<file path="src/rtl/mem_stage.sv">
// mem_stage: memory-access pipeline stage between EX and WB.
// Waits for the data-SRAM response of an issued request, aligns and extends
// load data, buffers the response while WB stalls, and swallows responses
// that belong to instructions killed by a WB flush.
// Optional feature macro: MS_FWD_EN (forward final_result to ID).
// Bus widths: ES_TO_MS_BUS_WD = 173, MS_TO_WS_BUS_WD = 167, MS_TO_DS_BUS_WD = 39.
module mem_stage (
    input  logic         clk,
    input  logic         reset,
    output logic         ms_allowin,
    input  logic         es_to_ms_valid,
    input  logic [172:0] es_to_ms_bus,
    input  logic         ws_allowin,
    output logic         ms_to_ws_valid,
    output logic [166:0] ms_to_ws_bus,
    input  logic         ws_flush_pipe,
    input  logic         data_sram_data_ok,
    input  logic [31:0]  data_sram_rdata,
    output logic         ms_to_es_ex,
    output logic [38:0]  ms_to_ds_bus
);

    logic         r_ms_valid;
    logic [172:0] r_bus;
    logic         r_rbuf_valid;
    logic [31:0]  r_rbuf;
    logic [1:0]   r_cancel_cnt;
    logic [1:0]   w_cancel_cnt_d;

    logic [4:0]   w_load_op;
    logic         w_mem_req;
    logic         w_ex;
    logic         w_ertn;
    logic         w_gr_we;
    logic [4:0]   w_dest;
    logic [31:0]  w_alu_result;

    logic         w_data_ok_hit;
    logic         w_ready_go;
    logic         w_ms_wait;
    logic         w_leave;
    logic [31:0]  w_rd;
    logic [31:0]  w_shifted;
    logic [15:0]  w_half;
    logic [31:0]  w_aligned;
    logic [31:0]  w_final_result;
    logic [31:0]  w_fwd_data;

    // Payload field extraction.
    assign w_load_op    = r_bus[172:168];
    assign w_mem_req    = r_bus[167];
    assign w_ex         = r_bus[157];
    assign w_ertn       = r_bus[156];
    assign w_gr_we      = r_bus[69];
    assign w_dest       = r_bus[68:64];
    assign w_alu_result = r_bus[63:32];

    // A response only counts for this instruction once all cancelled ones are drained.
    assign w_data_ok_hit = data_sram_data_ok && (r_cancel_cnt == 2'd0);
    assign w_ready_go    = !w_mem_req || w_data_ok_hit || r_rbuf_valid;
    assign w_ms_wait     = r_ms_valid && w_mem_req && !w_ready_go;
    assign w_leave       = r_ms_valid && w_ready_go && ws_allowin;

    assign ms_allowin     = !r_ms_valid || (w_ready_go && ws_allowin);
    assign ms_to_ws_valid = r_ms_valid && w_ready_go && !ws_flush_pipe;
    assign ms_to_es_ex    = r_ms_valid && (w_ex || w_ertn);

    // Valid bit: flush empties the stage ahead of any new entry.
    always_ff @(posedge clk) begin
        if (reset) begin
            r_ms_valid <= 1'b0;
        end else if (ws_flush_pipe) begin
            r_ms_valid <= 1'b0;
        end else if (ms_allowin) begin
            r_ms_valid <= es_to_ms_valid;
        end
    end

    // Payload register from EX.
    always_ff @(posedge clk) begin
        if (reset) begin
            r_bus <= '0;
        end else if (es_to_ms_valid && ms_allowin) begin
            r_bus <= es_to_ms_bus;
        end
    end

    // Response buffer: holds load data while WB is stalled.
    always_ff @(posedge clk) begin
        if (reset) begin
            r_rbuf_valid <= 1'b0;
            r_rbuf       <= 32'd0;
        end else if (ws_flush_pipe || w_leave) begin
            r_rbuf_valid <= 1'b0;
        end else if (w_data_ok_hit && r_ms_valid && w_mem_req && !ws_allowin) begin
            r_rbuf_valid <= 1'b1;
            r_rbuf       <= data_sram_rdata;
        end
    end

    // Cancel counter next state: count outstanding responses of flushed requests.
    always_comb begin
        logic [1:0] inc;
        logic       dec;
        logic [2:0] sum;
        inc = 2'd0;
        if (ws_flush_pipe) begin
            inc = {1'b0, r_ms_valid && w_mem_req && !r_rbuf_valid && !w_data_ok_hit}
                + {1'b0, es_to_ms_valid && es_to_ms_bus[167]};
        end
        dec = data_sram_data_ok && (r_cancel_cnt != 2'd0);
        sum = {1'b0, r_cancel_cnt} + {1'b0, inc} - {2'b00, dec};
        w_cancel_cnt_d = (sum > 3'd3) ? 2'd3 : sum[1:0];
    end

    // Cancel counter register.
    always_ff @(posedge clk) begin
        if (reset) begin
            r_cancel_cnt <= 2'd0;
        end else begin
            r_cancel_cnt <= w_cancel_cnt_d;
        end
    end

    // Load data alignment and extension.
    always_comb begin
        w_rd      = r_rbuf_valid ? r_rbuf : data_sram_rdata;
        w_shifted = w_rd >> {w_alu_result[1:0], 3'b000};
        w_half    = w_alu_result[1] ? w_rd[31:16] : w_rd[15:0];
        w_aligned = 32'd0;
        unique case (w_load_op)
            5'b00001: w_aligned = {{24{w_shifted[7]}}, w_shifted[7:0]};
            5'b00010: w_aligned = {24'd0, w_shifted[7:0]};
            5'b00100: w_aligned = {{16{w_half[15]}}, w_half};
            5'b01000: w_aligned = {16'd0, w_half};
            5'b10000: w_aligned = w_rd;
            default:  w_aligned = 32'd0;
        endcase
        w_final_result = (|w_load_op) ? w_aligned : w_alu_result;
    end

`ifdef MS_FWD_EN
    assign w_fwd_data = w_final_result;
`else
    assign w_fwd_data = 32'd0;
`endif

    assign ms_to_ws_bus = {r_bus[166:64], w_final_result, r_bus[31:0]};
    assign ms_to_ds_bus = {r_ms_valid && w_gr_we, w_ms_wait, w_dest, w_fwd_data};

endmodule
</file>
<file path="config.mk">
export PLATFORM = sky130hd
export DESIGN_NAME = mem_stage
export DESIGN_NICKNAME = d
export VERILOG_FILES = /design/src/rtl/mem_stage.sv
export SDC_FILE = /design/constraint.sdc
export NUM_CORES = 1
export LEC_CHECK = 0
export BUFFER_PORTS_ARGS = -buffer_cell sky130_fd_sc_hd__buf_4
export CAP_MARGIN = 10
export CORE_UTILIZATION = 31
export CTS_BUF_LIST = sky130_fd_sc_hd__clkbuf_4
export DETAILED_ROUTE_END_ITERATION = 8
export SLEW_MARGIN = 20
export SYNTH_ARGS = -nofsm -noshare
export SYNTH_HDL_FRONTEND = slang
export SYNTH_SLANG_ARGS = --single-unit
export TNS_END_PERCENT = 20
</file>
<file path="constraint.sdc">
create_clock -name clk -period 3.5 [get_ports clk]
set_input_delay 0.35 -clock clk [delete_from_list [all_inputs] [get_ports clk]]
set_output_delay 0.35 -clock clk [all_outputs]
set_load 0.1 [all_outputs]
</file>
==> summary.md, run 1 <==
| Metric | Value |
|---|---|
| Status | `finished, final reports clean` |
| Initial Utilization | `31.4%` |
| Iteration count of the initial detailed-routing pass | `5` |
| Longest Clk Path Bufs | `3` |
| Final Cycle Share | `93.5%` |
| Clk_lat worst skew | `0.76 ns` |
| # DRC | `0` |
| #FFs+latches synth | `209` |
| Worst path max stage delay | `0.51 ns` |
| Max Fclk | `305 MHz` |
| Antenna-violating nets left | `0` |
| Seq/Total Area, Yosys | `35.4%` |
| Startpoint types | `flip-flop` |
| Most frequent cells in the layout | `buf_4 (395), nand2b_1 (346), dlygate4sd3_1 (213)` |
| Sink Count | `209` |
| Routed wl met3 | `2460 um` |
| Die area | `38900 um2` |
| DR iter-0 viols | `438` |
| CP delay by family, top | `multiplexers` |
| CTS tree | `built` |
| Asr flop ratio synth | `0%` |
| Register-to-register setup slack | `0.99 ns` |
| Die H | `197 um` |
| Maxcap violations | `0` |
| Share of Yosys cell area claimed by the top area cell type | `35.4%` |
| Area delta synth->final | `42.7%` |
| Buf/Inv on CP | `1` |
| Critical Path End Type | `primary output` |
| Post-Synth Simple-Gate Area | `23.6%` |
| Global Route Usage Sum | `17.4%` |
| Max_slew headroom | `42.9%` |
| Met2 WL | `17000 um` |
| Die width | `197 um` |
| Worst slew pin tran | `0.856 ns` |
| Total Neg Setup Slack | `0 ns` |
| Worst path required time | `3.15 ns` |
| Hold path endpoint | `r_bus[34]` |
| Mux contribution to synthesized area | `20.1%` |
| Final setup vio count | `0` |
| Nets | `1937` |
| Reg2reg end | `r_cancel_cnt[1]` |
| WP data arrival | `2.92 ns` |
| Routed length per instance | `15.3 um` |
| Final Hold Vio Count | `0` |
| Worst Hold Depth | `3` |
| Compound-gate portion of the synthesized area | `5.44%` |
| Largest net degree at the start of global routing | `155` |
| YS warnings | `0` |
| DP Area | `14000 um2` |
| Main combinational cell family by area after synthesis | `simple AND/OR/NAND/NOR gates` |
| XOR/XNOR Fraction of Synth Area | `0.222%` |
| Gp weighted congestion | `0.873` |
| Vias in the first global route | `10400` |
| Pwr dens | `454 nW/um2` |
| Worst path cell trace | `mux4_2 -> mux2_4 -> a41oi_4 -> o211ai_1 -> buf_6` |
| Worst vdd ir | `0.281 mV` |
| Core Region | `37600 um2` |
| Crit-path max FO | `16` |
| Ports | `420` |
| PortBufs | `387` |
| Main synth FF type | `dfxtp_1` |
| Via density | `4.43` |
| Half-perimeter wire length after placement | `23900 um` |
| Leak | `7.49 nW` |
| Worst-case clock skew | `0.0401 ns` |
| Adder-Cell Fraction of Synth Area | `0.593%` |
| Most common cell after layout, fill and taps aside | `buf_4` |
| Synth area leader | `dfxtp_1` |
| M1 wire length | `13900 um` |
| CTS root buffer | `clkbuf_4` |
| DR vias | `10100` |
| CP max stage cell | `mux4_2` |
| Filler cells | `3580` |
| # H-tree levels | `2` |
| Syn avg cell area | `9.28 um2` |
| Setup CP Type | `flip-flop to primary output` |
| GRT overflow | `0` |
| Post-synthesis cell type count | `51` |
| First-pass GRT wire length | `54100 um` |
| Finished Cell Area | `16900 um2` |
| Post-Syn Instances | `1273` |
| Cts bufs inserted | `60` |
| Area of the mapped netlist | `11800 um2` |
| Final min period | `3.27 ns` |
| Clock Pin Slew Worst Setup and Hold Paths | `0.06 ns` |
| Final WL | `34700 um` |
| Worst reg2reg startpoint | `r_ms_valid` |
| Ranking of synthesized cells by area | `dfxtp_1 (35%), nand2b_1 (18%), mux2i_1 (16%), buf_4 (11%), nand2_1 (2.9%)` |
| Initial antenna violation count | `2` |
| R2R depth | `12` |
| Layout cells sized above 1 | `31.0%` |
| Row count | `71` |
| HP Start | `es_to_ms_valid` |
| Final Max Tran Viols | `0` |
| DR top layer | `met4` |
| Number of synthesized flops with an enable pin | `0` |
| Hold Crit Class | `primary input to flip-flop` |
cells in the mapped netlist (9+ instances only):
cell type and instances:
a21oi_1 34, a221o_1 12, a22oi_1 21, buf_2 24
buf_4 180, clkbuf_1 51, dfxtp_1 209, mux2_2 27
mux2i_1 183, mux4_2 10, nand2_1 91, nand2b_1 346
o211ai_1 9
where the power goes:
group          switching [mW]  internal (mW)  leakage, nW
combinational            1.90          0.852         5.34
sequential              0.107           2.53         1.72
clock                    1.06           1.21        0.436
total                    3.07           4.58         7.49
cell families after synthesis:
logic type	after synthesis
compound gates	91
mux	221
buf+inv	265
xor+xnor	3
simple gates	478
fa+ha+maj	5
flops	209
other cells	1
worst max-delay path by stage:
stage / startpoint / to / slack (ns) / cells after the start
5_1_grt: r_bus[32] / ms_to_ws_bus[63] / -0.0008 / 5
6_report: r_bus[32] / ms_to_ws_bus[63] / 0.23 / 5
3_3_place_gp: data_sram_data_ok / r_cancel_cnt[1] / 0.95 / 13
2_1_floorplan: data_sram_data_ok / ms_to_ws_valid / 0.23 / 3
4_1_cts: r_rbuf_valid / ms_to_ws_bus[63] / 0.02 / 5
3_5_place_dp: r_bus[33] / ms_to_ws_bus[63] / 0.87 / 5
flip-flops by register name (all words and copies together), names as in the netlist:
| register | count |
|---|---|
| r_cancel_cnt | 2 |
| r_rbuf_valid | 1 |
| r_rbuf | 32 |
| r_bus | 173 |
| r_ms_valid | 1 |
per-layer routing:
metal / vias to the layer above / global-route usage [%]
li1: 4927 / -
met1: 4661 / 19.5
met2: 379 / 29.7
met3: 87 / 5.17
met4: 0 / 9.19
met5: - / 0
worst reg2reg max path: cells and delay by family, from the launching register on:
kind	cells	cell delay, ns
xor+xnor	1	0.15
fa+ha+maj	4	0.99
buf+inv	2	0.11
flops	1	0.51
simple gates	5	0.62
layout make-up:
cell class,count,area [um2],area share [%]
Sequential cell,209,4190,24.8
Inverter,4,15.0,0.0890
Antenna cell,2,5.00,0.0297
Multi-Input combinational cell,830,6050,35.9
Clock buffer,89,668,3.96
Timing Repair Buffer,616,5240,31.1
Clock inverter,6,51.3,0.304
Tap cell,511,639,3.79
timing repair:
| action | in CTS | in global routing |
|---|---|---|
| setup endpoints to repair | 3 | 11 |
| hold buffers | 213 | 0 |
| setup buffers | 0 | 0 |
| pin swaps | 0 | 2 |
| resized for setup | 1 | 3 |
| hold endpoints to repair | 207 | 0 |
metrics by stage:
| step | total power [mW] | worst slack [ns] | hold slack [ns] | instances | util, % |
|---|---|---|---|---|---|
| finish | 7.66 | 0.226 | 0.104 | 2267 | 44.9 |
| global route | 8.02 | -0.000838 | 0.0157 | 2266 | 44.9 |
| CTS | 7.77 | 0.0174 | 0.000461 | 2265 | 44.8 |
| detailed placement | 5.24 | 0.868 | 0.445 | 1957 | 37.2 |
| global placement | 5.22 | 0.951 | 0.439 | 1957 | 37.2 |
| floorplan | 4.78 | 0.231 | 0.429 | 1304 | - |
No activity file was read; power rests on OpenSTA's default activity.
==> inputs of run 2 (changes only) <==
--- a/config.mk
+++ b/config.mk
@@ -7,9 +7,11 @@
 export LEC_CHECK = 0
 export BUFFER_PORTS_ARGS = -buffer_cell sky130_fd_sc_hd__buf_4
 export CAP_MARGIN = 10
-export CORE_UTILIZATION = 31
+export CORE_AREA = 2 2 163 165
 export CTS_BUF_LIST = sky130_fd_sc_hd__clkbuf_4
 export DETAILED_ROUTE_END_ITERATION = 8
+export DIE_AREA = 0 0 165 167
+export PLACE_DENSITY = 0.75
 export SLEW_MARGIN = 20
 export SYNTH_ARGS = -nofsm -noshare
 export SYNTH_HDL_FRONTEND = slang
==> summary.md, run 2 (same netlist as run 1, synthesis figures left out) <==
| Metric | Value |
|---|---|
| Status | `finished, final reports clean` |
| Max Fclk | `308 MHz` |
| Sequential Power Share | `34.9%` |
| Setup CP Type | `flip-flop to primary output` |
| Startpoint types | `flip-flop` |
| Filler cells | `1976` |
| Vias in the first global route | `10700` |
| CP endpoint | `ms_to_ws_bus[34]` |
| First-pass GRT wire length | `53900 um` |
| Cts bufs inserted | `57` |
| Clock Pin Slew Worst Setup and Hold Paths | `0.06 ns` |
| Iteration count of the initial detailed-routing pass | `5` |
| # H-tree levels | `2` |
| WP data arrival | `2.90 ns` |
| Final setup vio count | `0` |
| GRT overflow | `0` |
| Largest net degree at the start of global routing | `211` |
| Die width | `165 um` |
| CTS root buffer | `clkbuf_4` |
| # Post-CTS Setup Buffers | `0` |
| PortBufs | `387` |
| Die H | `167 um` |
| Longest Clk Path Bufs | `3` |
| Internal | `4.49 mW` |
| Pwr dens | `457 nW/um2` |
| Worst-case clock skew | `0.0346 ns` |
| Max_slew headroom | `36.4%` |
| Max reg flops | `173` |
| Nets | `1926` |
| Final Hold Vio Count | `0` |
| Worst reg2reg startpoint | `r_ms_valid` |
| Switching Fraction | `40.6%` |
| Global Route Usage Sum | `24.4%` |
| Critical Path End Type | `primary output` |
| Maxcap violations | `0` |
| Row count | `59` |
| Clk_lat worst skew | `0.66 ns` |
| Final WL | `34900 um` |
| Initial antenna violation count | `5` |
| Via density | `4.88` |
| Final min period | `3.25 ns` |
| Antenna-violating nets left | `0` |
| Setup crit start | `r_bus[168]` |
| Routed length per instance | `16.7 um` |
| Reg2reg end | `r_cancel_cnt[1]` |
| Most flop-heavy register | `r_bus` |
| Layout cells sized above 1 | `30.7%` |
| Logic gate share of total power | `36.5%` |
| Ports | `420` |
| Half-perimeter wire length after placement | `22600 um` |
| Worst vdd ir | `0.387 mV` |
| Largest registers | `r_bus (173), r_rbuf (32), r_cancel_cnt (2)` |
| DR vias | `10200` |
| Worst path required time | `3.15 ns` |
| Most common cell after layout, fill and taps aside | `buf_4` |
| Final Max Tran Viols | `0` |
| DR iter-0 viols | `676` |
| Area delta synth->final | `39.7%` |
| Psw | `3.06 mW` |
| Clk pwr share | `28.5%` |
| Total Neg Setup Slack | `0 ns` |
| Die area | `27600 um2` |
| Leak | `7.42 nW` |
| RSZ-0062 raised after global routing | `false` |
| Register-to-register setup slack | `0.94 ns` |
| Crit-path max FO | `9` |
| # DRC | `0` |
| Most frequent cells in the layout | `buf_4 (396), nand2b_1 (346), dlygate4sd3_1 (208)` |
| Initial Utilization | `45.9%` |
| Hold Crit Class | `primary input to flip-flop` |
| Sink Count | `209` |
| Post-layout util | `64.1%` |
| Gp weighted congestion | `0.928` |
| Final Cycle Share | `92.8%` |
| CTS tree | `built` |
| Core Region | `25800 um2` |
| Worst slew pin tran | `0.954 ns` |
| R2R depth | `12` |
| Worst Hold Slack | `0.207 ns` |
run 2: area by class of cell:
| cell class | instances | area [um2] | share of cell area [%] |
|---|---|---|---|
| diodes | 5 | 12.5 | 0.0758 |
| clock buffers | 87 | 653 | 3.96 |
| clock inverters | 12 | 46.3 | 0.280 |
| inverters | 4 | 15.0 | 0.0910 |
| multi-input cells | 830 | 6050 | 36.7 |
| flip-flops and latches | 209 | 4190 | 25.4 |
| well taps | 335 | 419 | 2.54 |
| repair buffers | 608 | 5120 | 31.0 |
run 2: worst min-delay path by stage:
stage / from / to / slack [ns] / depth (start not counted)
6_report: es_to_ms_valid / r_bus[156] / 0.21 / 3
4_1_cts: es_to_ms_valid / r_bus[156] / 0.13 / 3
3_5_place_dp: r_rbuf[6] / r_rbuf[6] / 0.45 / 2
3_3_place_gp: r_rbuf[0] / r_rbuf[0] / 0.44 / 2
5_1_grt: es_to_ms_valid / r_bus[2] / 0.15 / 3
2_1_floorplan: ws_flush_pipe / r_ms_valid / 0.43 / 1
run 2: stage by stage:
| step | instances | setup slack, ns | power [mW] | instance area (um2) |
|---|---|---|---|---|
| 6_report | 2090 | 0.252 | 7.55 | 16500 |
| 5_1_grt | 2090 | 0.0689 | 7.87 | 16500 |
| 4_1_cts | 2085 | 0.00939 | 7.58 | 16500 |
| 3_5_place_dp | 1778 | 0.749 | 5.22 | 13700 |
| 3_3_place_gp | 1778 | 0.744 | 5.20 | 13700 |
| 2_1_floorplan | 1304 | 0.231 | 4.78 | 11900 |
run 2: metal layers:
layer  vias to the layer above  track usage (%)  share of wire [%]
met5                         -                0                  0
met2                       457             42.6                 49
met3                       107             5.98                7.6
li1                       4923                -                  -
met4                         0             12.3                4.7
met1                      4703             27.3                 39
run 2: power groups by stage:
stage	clock network, mW	registers, mW	logic, mW
4_1_cts	2.21	2.63	2.74
2_1_floorplan	0	2.64	2.14
3_5_place_dp	0	2.68	2.54
3_3_place_gp	0	2.67	2.52
5_1_grt	2.36	2.65	2.87
6_report	2.15	2.64	2.76
run 2: worst max-delay path, cell delays in order (launching register included):
cell and delay (ns):
dfxtp_1 0.56, xor2_1 0.59, and3_1 0.31, and3b_2 0.27, a221o_1 0.20, buf_4 0.30
run 2: repair_timing:
item,CTS,global route
setup endpoints to repair,0,8
hold buffers,208,0
hold endpoints to repair,207,0
resized for setup,0,3
